--- src/rtl/mul_div_unit_pkg.sv ---
`default_nettype none
// +----------------------------------------------------------------------------+
// | Module  : mul_div_unit_pkg                                                 |
// | Purpose : Shared op encodings and FSM state type for the multiply/divide   |
// |           unit and the instruction decoder.                                |
// | Rev     : 1.0  initial release                                             |
// +----------------------------------------------------------------------------+
package mul_div_unit_pkg;

  // Operation encodings carried on op_i
  localparam logic [2:0] MDU_MULT  = 3'b000;
  localparam logic [2:0] MDU_MULTU = 3'b001;
  localparam logic [2:0] MDU_DIV   = 3'b010;
  localparam logic [2:0] MDU_DIVU  = 3'b011;
  localparam logic [2:0] MDU_MTHI  = 3'b100;
  localparam logic [2:0] MDU_MTLO  = 3'b101;

  typedef enum logic [1:0] {
    S_IDLE = 2'd0,
    S_PREP = 2'd1,
    S_CALC = 2'd2,
    S_FIN  = 2'd3
  } mdu_state_e;

endpackage
`default_nettype wire

--- src/rtl/mul_div_unit_div_step.sv ---
`default_nettype none
// +----------------------------------------------------------------------------+
// | Module  : mul_div_unit_div_step                                            |
// | Purpose : One combinational restoring-division step.                       |
// |   rem_i  partial remainder (always < divisor)                              |
// |   quo_i  dividend bits still to shift in (MSB first) / quotient so far     |
// |   div_i  divisor                                                           |
// |   rem_o  next partial remainder                                            |
// |   quo_o  next quotient/dividend shift register                             |
// | Rev     : 1.0  initial release                                             |
// +----------------------------------------------------------------------------+
module mul_div_unit_div_step #(
  parameter int WIDTH = 32
) (
  input  logic [WIDTH-1:0] rem_i,
  input  logic [WIDTH-1:0] quo_i,
  input  logic [WIDTH-1:0] div_i,
  output logic [WIDTH-1:0] rem_o,
  output logic [WIDTH-1:0] quo_o
);

  logic [WIDTH:0] shifted;
  logic [WIDTH:0] diff;

  // Bring the next dividend bit into the remainder; one extra bit holds the
  // carry so the trial subtraction's borrow lands in diff[WIDTH].
  assign shifted = {rem_i, quo_i[WIDTH-1]};
  assign diff    = shifted - {1'b0, div_i};

  // Borrow set: divisor did not fit, restore the shifted remainder.
  assign rem_o = diff[WIDTH] ? shifted[WIDTH-1:0] : diff[WIDTH-1:0];
  assign quo_o = {quo_i[WIDTH-2:0], ~diff[WIDTH]};

endmodule
`default_nettype wire

--- src/rtl/mul_div_unit.sv ---
`default_nettype none
// +----------------------------------------------------------------------------+
// | Module  : mul_div_unit                                                     |
// | Purpose : Iterative MULT/MULTU/DIV/DIVU unit with architectural HI/LO      |
// |           registers; MTHI/MTLO complete in one cycle.                      |
// | Ports   : clk, rst       clock, synchronous active-high reset              |
// |           start_i, op_i  request and operation (sampled when not busy)     |
// |           a_i, b_i       rs / rt operands                                  |
// |           cancel_i       abort in-flight MULT/DIV (pipeline flush)         |
// |           busy_o         multi-cycle operation in flight                   |
// |           done_o         one-cycle pulse, hi/lo hold a new result          |
// |           hi_o, lo_o     HI / LO registers                                 |
// | Rev     : 1.0  initial release                                             |
// +----------------------------------------------------------------------------+
module mul_div_unit
  import mul_div_unit_pkg::*;
#(
  parameter int WIDTH = 32
) (
  input  logic             clk,
  input  logic             rst,
  input  logic             start_i,
  input  logic [2:0]       op_i,
  input  logic [WIDTH-1:0] a_i,
  input  logic [WIDTH-1:0] b_i,
  input  logic             cancel_i,
  output logic             busy_o,
  output logic             done_o,
  output logic [WIDTH-1:0] hi_o,
  output logic [WIDTH-1:0] lo_o
);

  localparam logic [WIDTH-1:0] CNT_LAST = WIDTH'(WIDTH - 1);

  mdu_state_e       state_q;
  logic             busy_q, done_q;
  logic [WIDTH-1:0] hi_q, lo_q;
  logic [WIDTH-1:0] a_q, b_q;       // raw operands as issued
  logic [1:0]       mdop_q;         // low op bits: [1]=divide, [0]=unsigned
  logic [WIDTH-1:0] opnd_q;         // multiplicand or divisor magnitude
  logic [WIDTH-1:0] acc_q;          // product high half / partial remainder
  logic [WIDTH-1:0] low_q;          // multiplier->product low / dividend->quotient
  logic [WIDTH-1:0] cnt_q;
  logic             neg_res_q;      // negate product / quotient
  logic             neg_rem_q;      // negate remainder (dividend sign)

  logic             div_op, signed_op;
  logic [WIDTH-1:0] a_abs, b_abs;
  logic [WIDTH:0]   mul_sum;
  logic [WIDTH-1:0] mul_hi_d, mul_lo_d;
  logic [WIDTH-1:0] div_rem_d, div_quo_d;
  logic [2*WIDTH-1:0] prod, prod_fix;
  logic [WIDTH-1:0] hi_d, lo_d;

  assign div_op    = mdop_q[1];
  assign signed_op = ~mdop_q[0];

  assign a_abs = (signed_op && a_q[WIDTH-1]) ? -a_q : a_q;
  assign b_abs = (signed_op && b_q[WIDTH-1]) ? -b_q : b_q;

  // Shift-add: add multiplicand into the high half when the current
  // multiplier bit is set, then shift the whole product right by one.
  assign mul_sum  = {1'b0, acc_q} + {1'b0, (low_q[0] ? opnd_q : '0)};
  assign mul_hi_d = mul_sum[WIDTH:1];
  assign mul_lo_d = {mul_sum[0], low_q[WIDTH-1:1]};

  mul_div_unit_div_step #(.WIDTH(WIDTH)) u_div_step (
    .rem_i (acc_q),
    .quo_i (low_q),
    .div_i (opnd_q),
    .rem_o (div_rem_d),
    .quo_o (div_quo_d)
  );

  assign prod     = {mul_hi_d, mul_lo_d};
  assign prod_fix = neg_res_q ? -prod : prod;

  // Final result, taken from the last step's outputs so hi/lo load on the
  // same edge that enters FIN.
  always_comb begin
    hi_d = prod_fix[2*WIDTH-1:WIDTH];
    lo_d = prod_fix[WIDTH-1:0];
    if (div_op) begin
      if (b_q == '0) begin
        hi_d = a_q;
        lo_d = '1;
      end else begin
        hi_d = neg_rem_q ? -div_rem_d : div_rem_d;
        lo_d = neg_res_q ? -div_quo_d : div_quo_d;
      end
    end
  end

  always_ff @(posedge clk) begin
    if (rst) begin
      state_q   <= S_IDLE;
      busy_q    <= 1'b0;
      done_q    <= 1'b0;
      hi_q      <= '0;
      lo_q      <= '0;
      a_q       <= '0;
      b_q       <= '0;
      mdop_q    <= '0;
      opnd_q    <= '0;
      acc_q     <= '0;
      low_q     <= '0;
      cnt_q     <= '0;
      neg_res_q <= 1'b0;
      neg_rem_q <= 1'b0;
    end else begin
      done_q <= 1'b0;
      case (state_q)
        // FIN is not busy, so a new request is accepted there too.
        S_IDLE, S_FIN: begin
          state_q <= S_IDLE;
          busy_q  <= 1'b0;
          if (start_i) begin
            case (op_i)
              MDU_MULT, MDU_MULTU, MDU_DIV, MDU_DIVU: begin
                a_q     <= a_i;
                b_q     <= b_i;
                mdop_q  <= op_i[1:0];
                state_q <= S_PREP;
                busy_q  <= 1'b1;
              end
              MDU_MTHI: hi_q <= a_i;
              MDU_MTLO: lo_q <= a_i;
              default: begin end
            endcase
          end
        end
        S_PREP: begin
          if (cancel_i) begin
            state_q <= S_IDLE;
            busy_q  <= 1'b0;
          end else begin
            opnd_q    <= div_op ? b_abs : a_abs;
            low_q     <= div_op ? a_abs : b_abs;
            acc_q     <= '0;
            cnt_q     <= CNT_LAST;
            neg_res_q <= signed_op & (a_q[WIDTH-1] ^ b_q[WIDTH-1]);
            neg_rem_q <= signed_op & a_q[WIDTH-1];
            state_q   <= S_CALC;
          end
        end
        S_CALC: begin
          if (cancel_i) begin
            state_q <= S_IDLE;
            busy_q  <= 1'b0;
          end else begin
            acc_q <= div_op ? div_rem_d : mul_hi_d;
            low_q <= div_op ? div_quo_d : mul_lo_d;
            if (cnt_q == '0) begin
              state_q <= S_FIN;
              busy_q  <= 1'b0;
              done_q  <= 1'b1;
              hi_q    <= hi_d;
              lo_q    <= lo_d;
            end else begin
              cnt_q <= cnt_q - 1'b1;
            end
          end
        end
        default: state_q <= S_IDLE;
      endcase
    end
  end

  assign busy_o = busy_q;
  assign done_o = done_q;
  assign hi_o   = hi_q;
  assign lo_o   = lo_q;

endmodule
`default_nettype wire

--- config.mk ---
export PLATFORM = sky130hd
export DESIGN_NAME = mul_div_unit
export DESIGN_NICKNAME = d
export VERILOG_FILES = /design/src/rtl/mul_div_unit_pkg.sv /design/src/rtl/mul_div_unit_div_step.sv /design/src/rtl/mul_div_unit.sv
export SDC_FILE = /design/constraint.sdc
export NUM_CORES = 1
export LEC_CHECK = 0
export BUFFER_PORTS_ARGS = -buffer_cell sky130_fd_sc_hd__buf_2
export CORE_UTILIZATION = 35
export CTS_CLUSTER_DIAMETER = 120
export DETAILED_ROUTE_END_ITERATION = 8
export GPL_TIMING_DRIVEN = 0
export SKIP_LAST_GASP = 1
export SLEW_MARGIN = 20
export SYNTH_ARGS = -nofsm -noshare
export SYNTH_HDL_FRONTEND = slang
export SYNTH_SLANG_ARGS = --single-unit
--- constraint.sdc ---
create_clock -name clk -period 9.74 [get_ports clk]
set_input_delay 0.974 -clock clk [delete_from_list [all_inputs] [get_ports clk]]
set_output_delay 0.974 -clock clk [all_outputs]
set_load 0.05 [all_outputs]
* After elaboration in Yosys (flattened, before gate mapping) *
Cells that the tools add are included.

word-level totals
  bits in registers = 264
  bits of input ports = 71
  output and inout port bits = 66
  logic and storage cells = 112

cells by class
  add/sub/neg operators = 8
  equality and inequality tests = 17
  mux-type cells = 48
  bitwise gates (word level) = 7
  reduce and logical (&&, ||, !) cells = 18

operators with widths
  operator                                               number
  2-to-1 mux 32 bit                                      29
  one-hot mux 32 bit (2 select lines)                    5
  negator 32 bit                                         4
  logical NOT 32 bit                                     2
  2-to-1 mux 64 bit                                      1
  negator 64 bit                                         1
  adder 32 x 32 -> 33 bit                                1
  subtractor 33 x 32 -> 33 bit                           1
  subtractor 32 x 1 -> 32 bit, second input constant     1
  inequality test 2 bit, second input constant           6
  AND reduction 5 bit                                    2
  2-to-1 mux 1 bit                                       8
  == test 3 x 2 -> 1 bit, second input constant          2
  == test 3 bit, second input constant                   2
  2-to-1 mux 2 bit                                       3
  one-hot mux 2 bit (3 select lines)                     1
  AND reduction 3 bit                                    2
  == test 2 bit, second input constant                   2
  inequality test 2 x 1 -> 1 bit, second input constant  2
  inverter 1 bit                                         4
  AND reduction 2 bit                                    2
  AND reduction 4 bit                                    1
  nonzero test 2 bit                                     2
  OR reduction 4 bit                                     1
  11 further kinds                                       13

* Logic depth before layout (Yosys ltp) *
  depth after elaboration = 9
  depth in mapped cells = 26

* By module *
From an unflattened synthesis, not the netlist that was laid out.

second synthesis, totals
  cells, all modules = 2892
  area, all modules = 21335.5 sq um

by module, submodules not included
  module                 instances  cells each  area an instance (sq um)
  mul_div_unit           1          2556        18744.2
  mul_div_unit_div_step  1          336         2591.2

* Worst setup path before layout *
Ideal clock, no wire load.

  path type = reg-to-reg
  from = reg low_q[31]
  to = reg hi_q[30] (netlist: hi_o[30])
  data arrival time = 5.041 ns
  required time = 9.623 ns
  path slack = 4.581 ns
  cell stages (with the launch flop) = 26
  path buffers = 4
  period minus slack after synthesis = 5.159 ns
  cell sequence = dfxtp_1 clkbuf_1 inv_1 ha_1 inv_1 fa_1 a211oi_1 o211ai_1 or4b_1 a21o_1 o211a_1 inv_1 buf_2 buf_1 clkbuf_1 nor2_1 a21oi_1 ha_1 nand2_1 nor3_1 nor3b_1 a32oi_1 o211ai_1 a21oi_1 or4_1 a32o_1

between the ends
  word-level cells in the longest chain between the ends = 9
  elaborated cells between the ends (all ways) = 11

RTL lines
  element                                RTL line                     text
  start: declaration                     mul_div_unit.sv:42           logic [WIDTH-1:0] low_q;
  start signal: assignment               mul_div_unit.sv:138          low_q <= div_op ? a_abs : b_abs;
  start signal: assignment               mul_div_unit.sv:152          low_q <= div_op ? div_quo_d : mul_lo_d;
  subtractor 33 x 32 -> 33 bit           mul_div_unit_div_step.sv:28  assign diff = shifted - {1'b0, div_i};
  2-to-1 mux 32 bit                      mul_div_unit_div_step.sv:31  assign rem_o = diff[WIDTH] ? shifted[WIDTH-1:0] : diff[WIDTH-1:0];
  negator 32 bit                         mul_div_unit.sv:88           hi_d = neg_rem_q ? -div_rem_d : div_rem_d;
  2-to-1 mux 32 bit                      mul_div_unit.sv:88
  2-to-1 mux 32 bit                      mul_div_unit.sv:84           if (b_q == '0) begin
  2-to-1 mux 32 bit *                    mul_div_unit.sv:83           if (div_op) begin
  2-to-1 mux 32 bit *                    mul_div_unit.sv:153          if (cnt_q == '0) begin
  2-to-1 mux 32 bit *                    mul_div_unit.sv:147          if (cancel_i) begin
  one-hot mux 32 bit (2 select lines) *  mul_div_unit.sv:112          case (state_q)
  end signal: assignment                 mul_div_unit.sv:126          MDU_MTHI: hi_q <= a_i;
  end signal: assignment                 mul_div_unit.sv:157          hi_q <= hi_d;
  end: declaration                       mul_div_unit.sv:37           logic [WIDTH-1:0] hi_q, lo_q;

Every way passes the cells marked *; elsewhere a longest branch is shown, timed or not. The select of a mux whose other input is x is not followed.
A chain may end at the register's enable or synchronous reset.

* Worst setup path after layout *
Ends and elaborated chain as after synthesis.

==> metrics <==
status finished clean; Initial Util a little over a third; final non-filler cell total about 3.8k; worst hold path class reg -> reg; DR WL/cell 24.7 um; Initial DRC Count 3,464; FFs w/ async S/R, synth 0%; post-synthesis cell type count 89; clock skew ~0.044 ns; Slew headroom approximately 22%; Remaining Overflow, GRT 0; Leak between 0.009 and 0.01 uW; Most used DFF post-synth dfxtp_1; DRT antenna net count 0; H-tree depth 1; Placement Cell Area around 23,000 um^2; Die Height 248 um; GP Congestion ~1.1; Post-layout nets 3,193; reg2reg setup slack around 1.6 ns; Max Slew Vio Count 0; Mapped Avg Cell Area 7.37 um^2; global-route total usage across every layer 29.6%; Num CTS Buffers 29; syn_nets between 3k and 4k; CTS tree yes; MaxCap Viol Count 0; Worst-Margin Slew 1.16 ns; Clock Tree Buf Depth 3; CTS resizes 0; register area share after synthesis approximately a quarter; IO Count roughly 140; vias around 24k; WL final about 95,000 um; first-pass GRT wire length between 100,000 and 150,000 um; Setup crit start low_q[31]$_SDFFE_PP0P_; reg2reg path depth 25; Port Buffers ~140; Die ar. around 62,000 um^2; Seq cells post-synth about 260; f_max around 120 MHz; post-synthesis cell area 21,300 um^2; area growth from synthesis to layout 12.5%; fin area approximately 24,000 um^2; cell row count a little under 90; Critical Path RT just over 10 ns; share of layout cells above drive strength 1 a little under a tenth; Yosys warnings 0; unrepaired setup endpoints after global routing no; Vias/cell 6.16; cells after synthesis about 2.9k; HP Start b_q[16]$_SDFFE_PP0P_; post-synthesis compound-gate area fraction about a quarter; worst-skew pair later-pin latency ~0.62 ns; vias in the first global route between 20k and 25k; Synth Area in Simple Gates between 20% and 30%; CTS sink count roughly 260; critical path peak fanout 10; placed cell count between 3k and 4k; postcts setup bufs 0; hold path cells 2; critical path class reg -> reg; largest net degree at the start of global routing 15; Worst setup EP type flip-flop; DP HPWL approximately 75,000 um; post-synthesis mux area share a little under 7%; Final period util between 80% and 90%; Core ar. just under 60,000 um^2; setup violators final 0; Die Wd ~250 um; First-pass DRT Iterations 7; post-synthesis xor/xnor area fraction just under 10%; antenna violations before repair 2; Tmin final ~8.2 ns; CTS Hold Buffers Added 0; clk root buf clkbuf_16; number of synthesized flops with an enable pin 0; PD cells approximately 140 nW/um^2; drt drc 0; Hold Vio Cnt, Final 0; largest family of logic cells by synthesized area simple AND/OR/NAND/NOR gates; worst r2r src low_q[31]$_SDFFE_PP0P_; post-synthesis adder-cell area fraction roughly 4.4%; clock slew at the register clock pins of the worst setup and hold paths roughly 0.070 ns; VDD IR max between 0.1 and 0.15 mV; crit path launch type flip-flop; CP Data Arrival Time slightly below 9 ns; Sum Neg Setup Slack 0 ns
==> path summary, 6_finish.rpt <==
| path | end |
|---|---|
| worst min register to register | b_q[16]$_SDFFE_PP0P_ |
| worst max register to register | hi_o[30]$_SDFFE_PP0P_ |
| worst max-delay path | hi_o[30]$_SDFFE_PP0P_ |
| worst min-delay path | b_q[16]$_SDFFE_PP0P_ |
==> area by class of cell <==
class	instances	area (um^2)
well taps	773	967
clock buffers	43	888
multi-input cells	2334	14900
plain buffers	214	845
inverters	70	263
repair buffers	135	676
flip-flops and latches	264	5290
diodes	2	5.00
clock inverters	11	105
fillers	6373	35600
==> metrics by stage <==
step           util [%]  setup WS (ns)  hold slack, ns  power, uW
5_1_grt            40.2           1.56           0.494       3350
6_report           40.2           1.57           0.470       3270
3_5_place_dp       38.5           2.23           0.461       2060
4_1_cts            40.2           2.19           0.471       3210
3_3_place_gp       38.5           2.26           0.448       2060
2_1_floorplan         -           4.58           0.436       1760
==> sequential cells by signal, summed over array words and instances (netlist names) <==
signal,cells
neg_res_q,1
b_q,32
a_q,32
acc_q,32
busy_o,1
done_o,1
hi_o,32
lo_o,32
neg_rem_q,1
low_q,32
opnd_q,32
mdop_q,2
state_q,2
cnt_q,32
==> report_power, final <==
| group | total [uW] | switching, uW | internal, uW |
|---|---|---|---|
| Combinational | 911 | 640 | 271 |
| Sequential | 1170 | 48.3 | 1120 |
| Clock | 1180 | 523 | 659 |
| Total | 3270 | 1210 | 2050 |
==> cell usage after synthesis, types with 47 or more instances <==
cell	number	share of area, %
nand2_1	361	6.4
nor3_1	87	2.0
o21ai_0	166	3.9
a21oi_1	219	5.2
xnor2_1	155	6.4
o211ai_1	47	1.7
mux2i_1	58	2.7
inv_1	67	1.2
clkbuf_1	171	3.0
nor2_1	378	6.7
ha_1	72	4.2
xor2_1	79	3.3
dfxtp_1	264	25
==> routing by layer <==
| layer | vias up | global-route usage (%) | part of all wire [%] |
|---|---|---|---|
| li1 | 10702 | - | - |
| met2 | 1522 | 43.6 | 41 |
| met1 | 11199 | 40.4 | 41 |
| met4 | 4 | 12.2 | 5.0 |
| met3 | 263 | 8.20 | 13 |
| met5 | - | 0 | 0.081 |
==> logic make-up after synthesis <==
logic type               after synthesis
AND/OR/NAND/NOR                     1136
XOR/XNOR                             234
multiplexers                         103
adder cells (fa/ha/maj)               74
flip-flops                           264
buffers and inverters                284
AO/OA/AOI/OAI                        787
==> worst max-delay path: stages (launching register included) <==
cell and delay (ns):
dfxtp_1 0.32, clkbuf_1 0.53, inv_1 0.27, ha_1 0.33, inv_1 0.09, fa_1 0.24
a211oi_1 0.16, o211ai_1 0.34, or4b_1 0.62, a21o_1 0.23, o211a_1 0.15, inv_1 0.16
buf_2 0.28, buf_1 0.58, clkbuf_1 0.59, nor2_1 0.09, a21oi_1 0.28, ha_1 0.34
nand2_1 0.07, nor3_1 0.50, nor3b_1 0.37, a32oi_1 0.33, o211ai_1 0.28, a21oi_1 0.09
or4_1 0.54, a32o_1 0.24
==> placed cells by master (no fill, tap or decap), types with 12 or more instances in the layout <==
cell and instances:
clkbuf_1 174, nand2b_1 46, clkbuf_16 29, mux2i_1 58, xor2_1 79, a21oi_1 219
o21ai_0 166, nor4_1 38, nand3_1 41, a22oi_1 41, a211oi_1 37, buf_1 23
inv_1 67, dfxtp_1 264, nor2_1 377, buf_2 150, and2_1 30, or3_1 40
o31ai_1 33, o31a_1 12, nand4_1 16, a21o_1 31, ha_1 72, nor3_1 87
o211ai_1 47, nand2_1 361, o41ai_1 16, mux4_2 33, xnor2_1 155, nor2b_1 16
o221ai_1 29, or4_1 13, a311oi_1 38, a31oi_1 20
(Power assumes the default switching activity.)
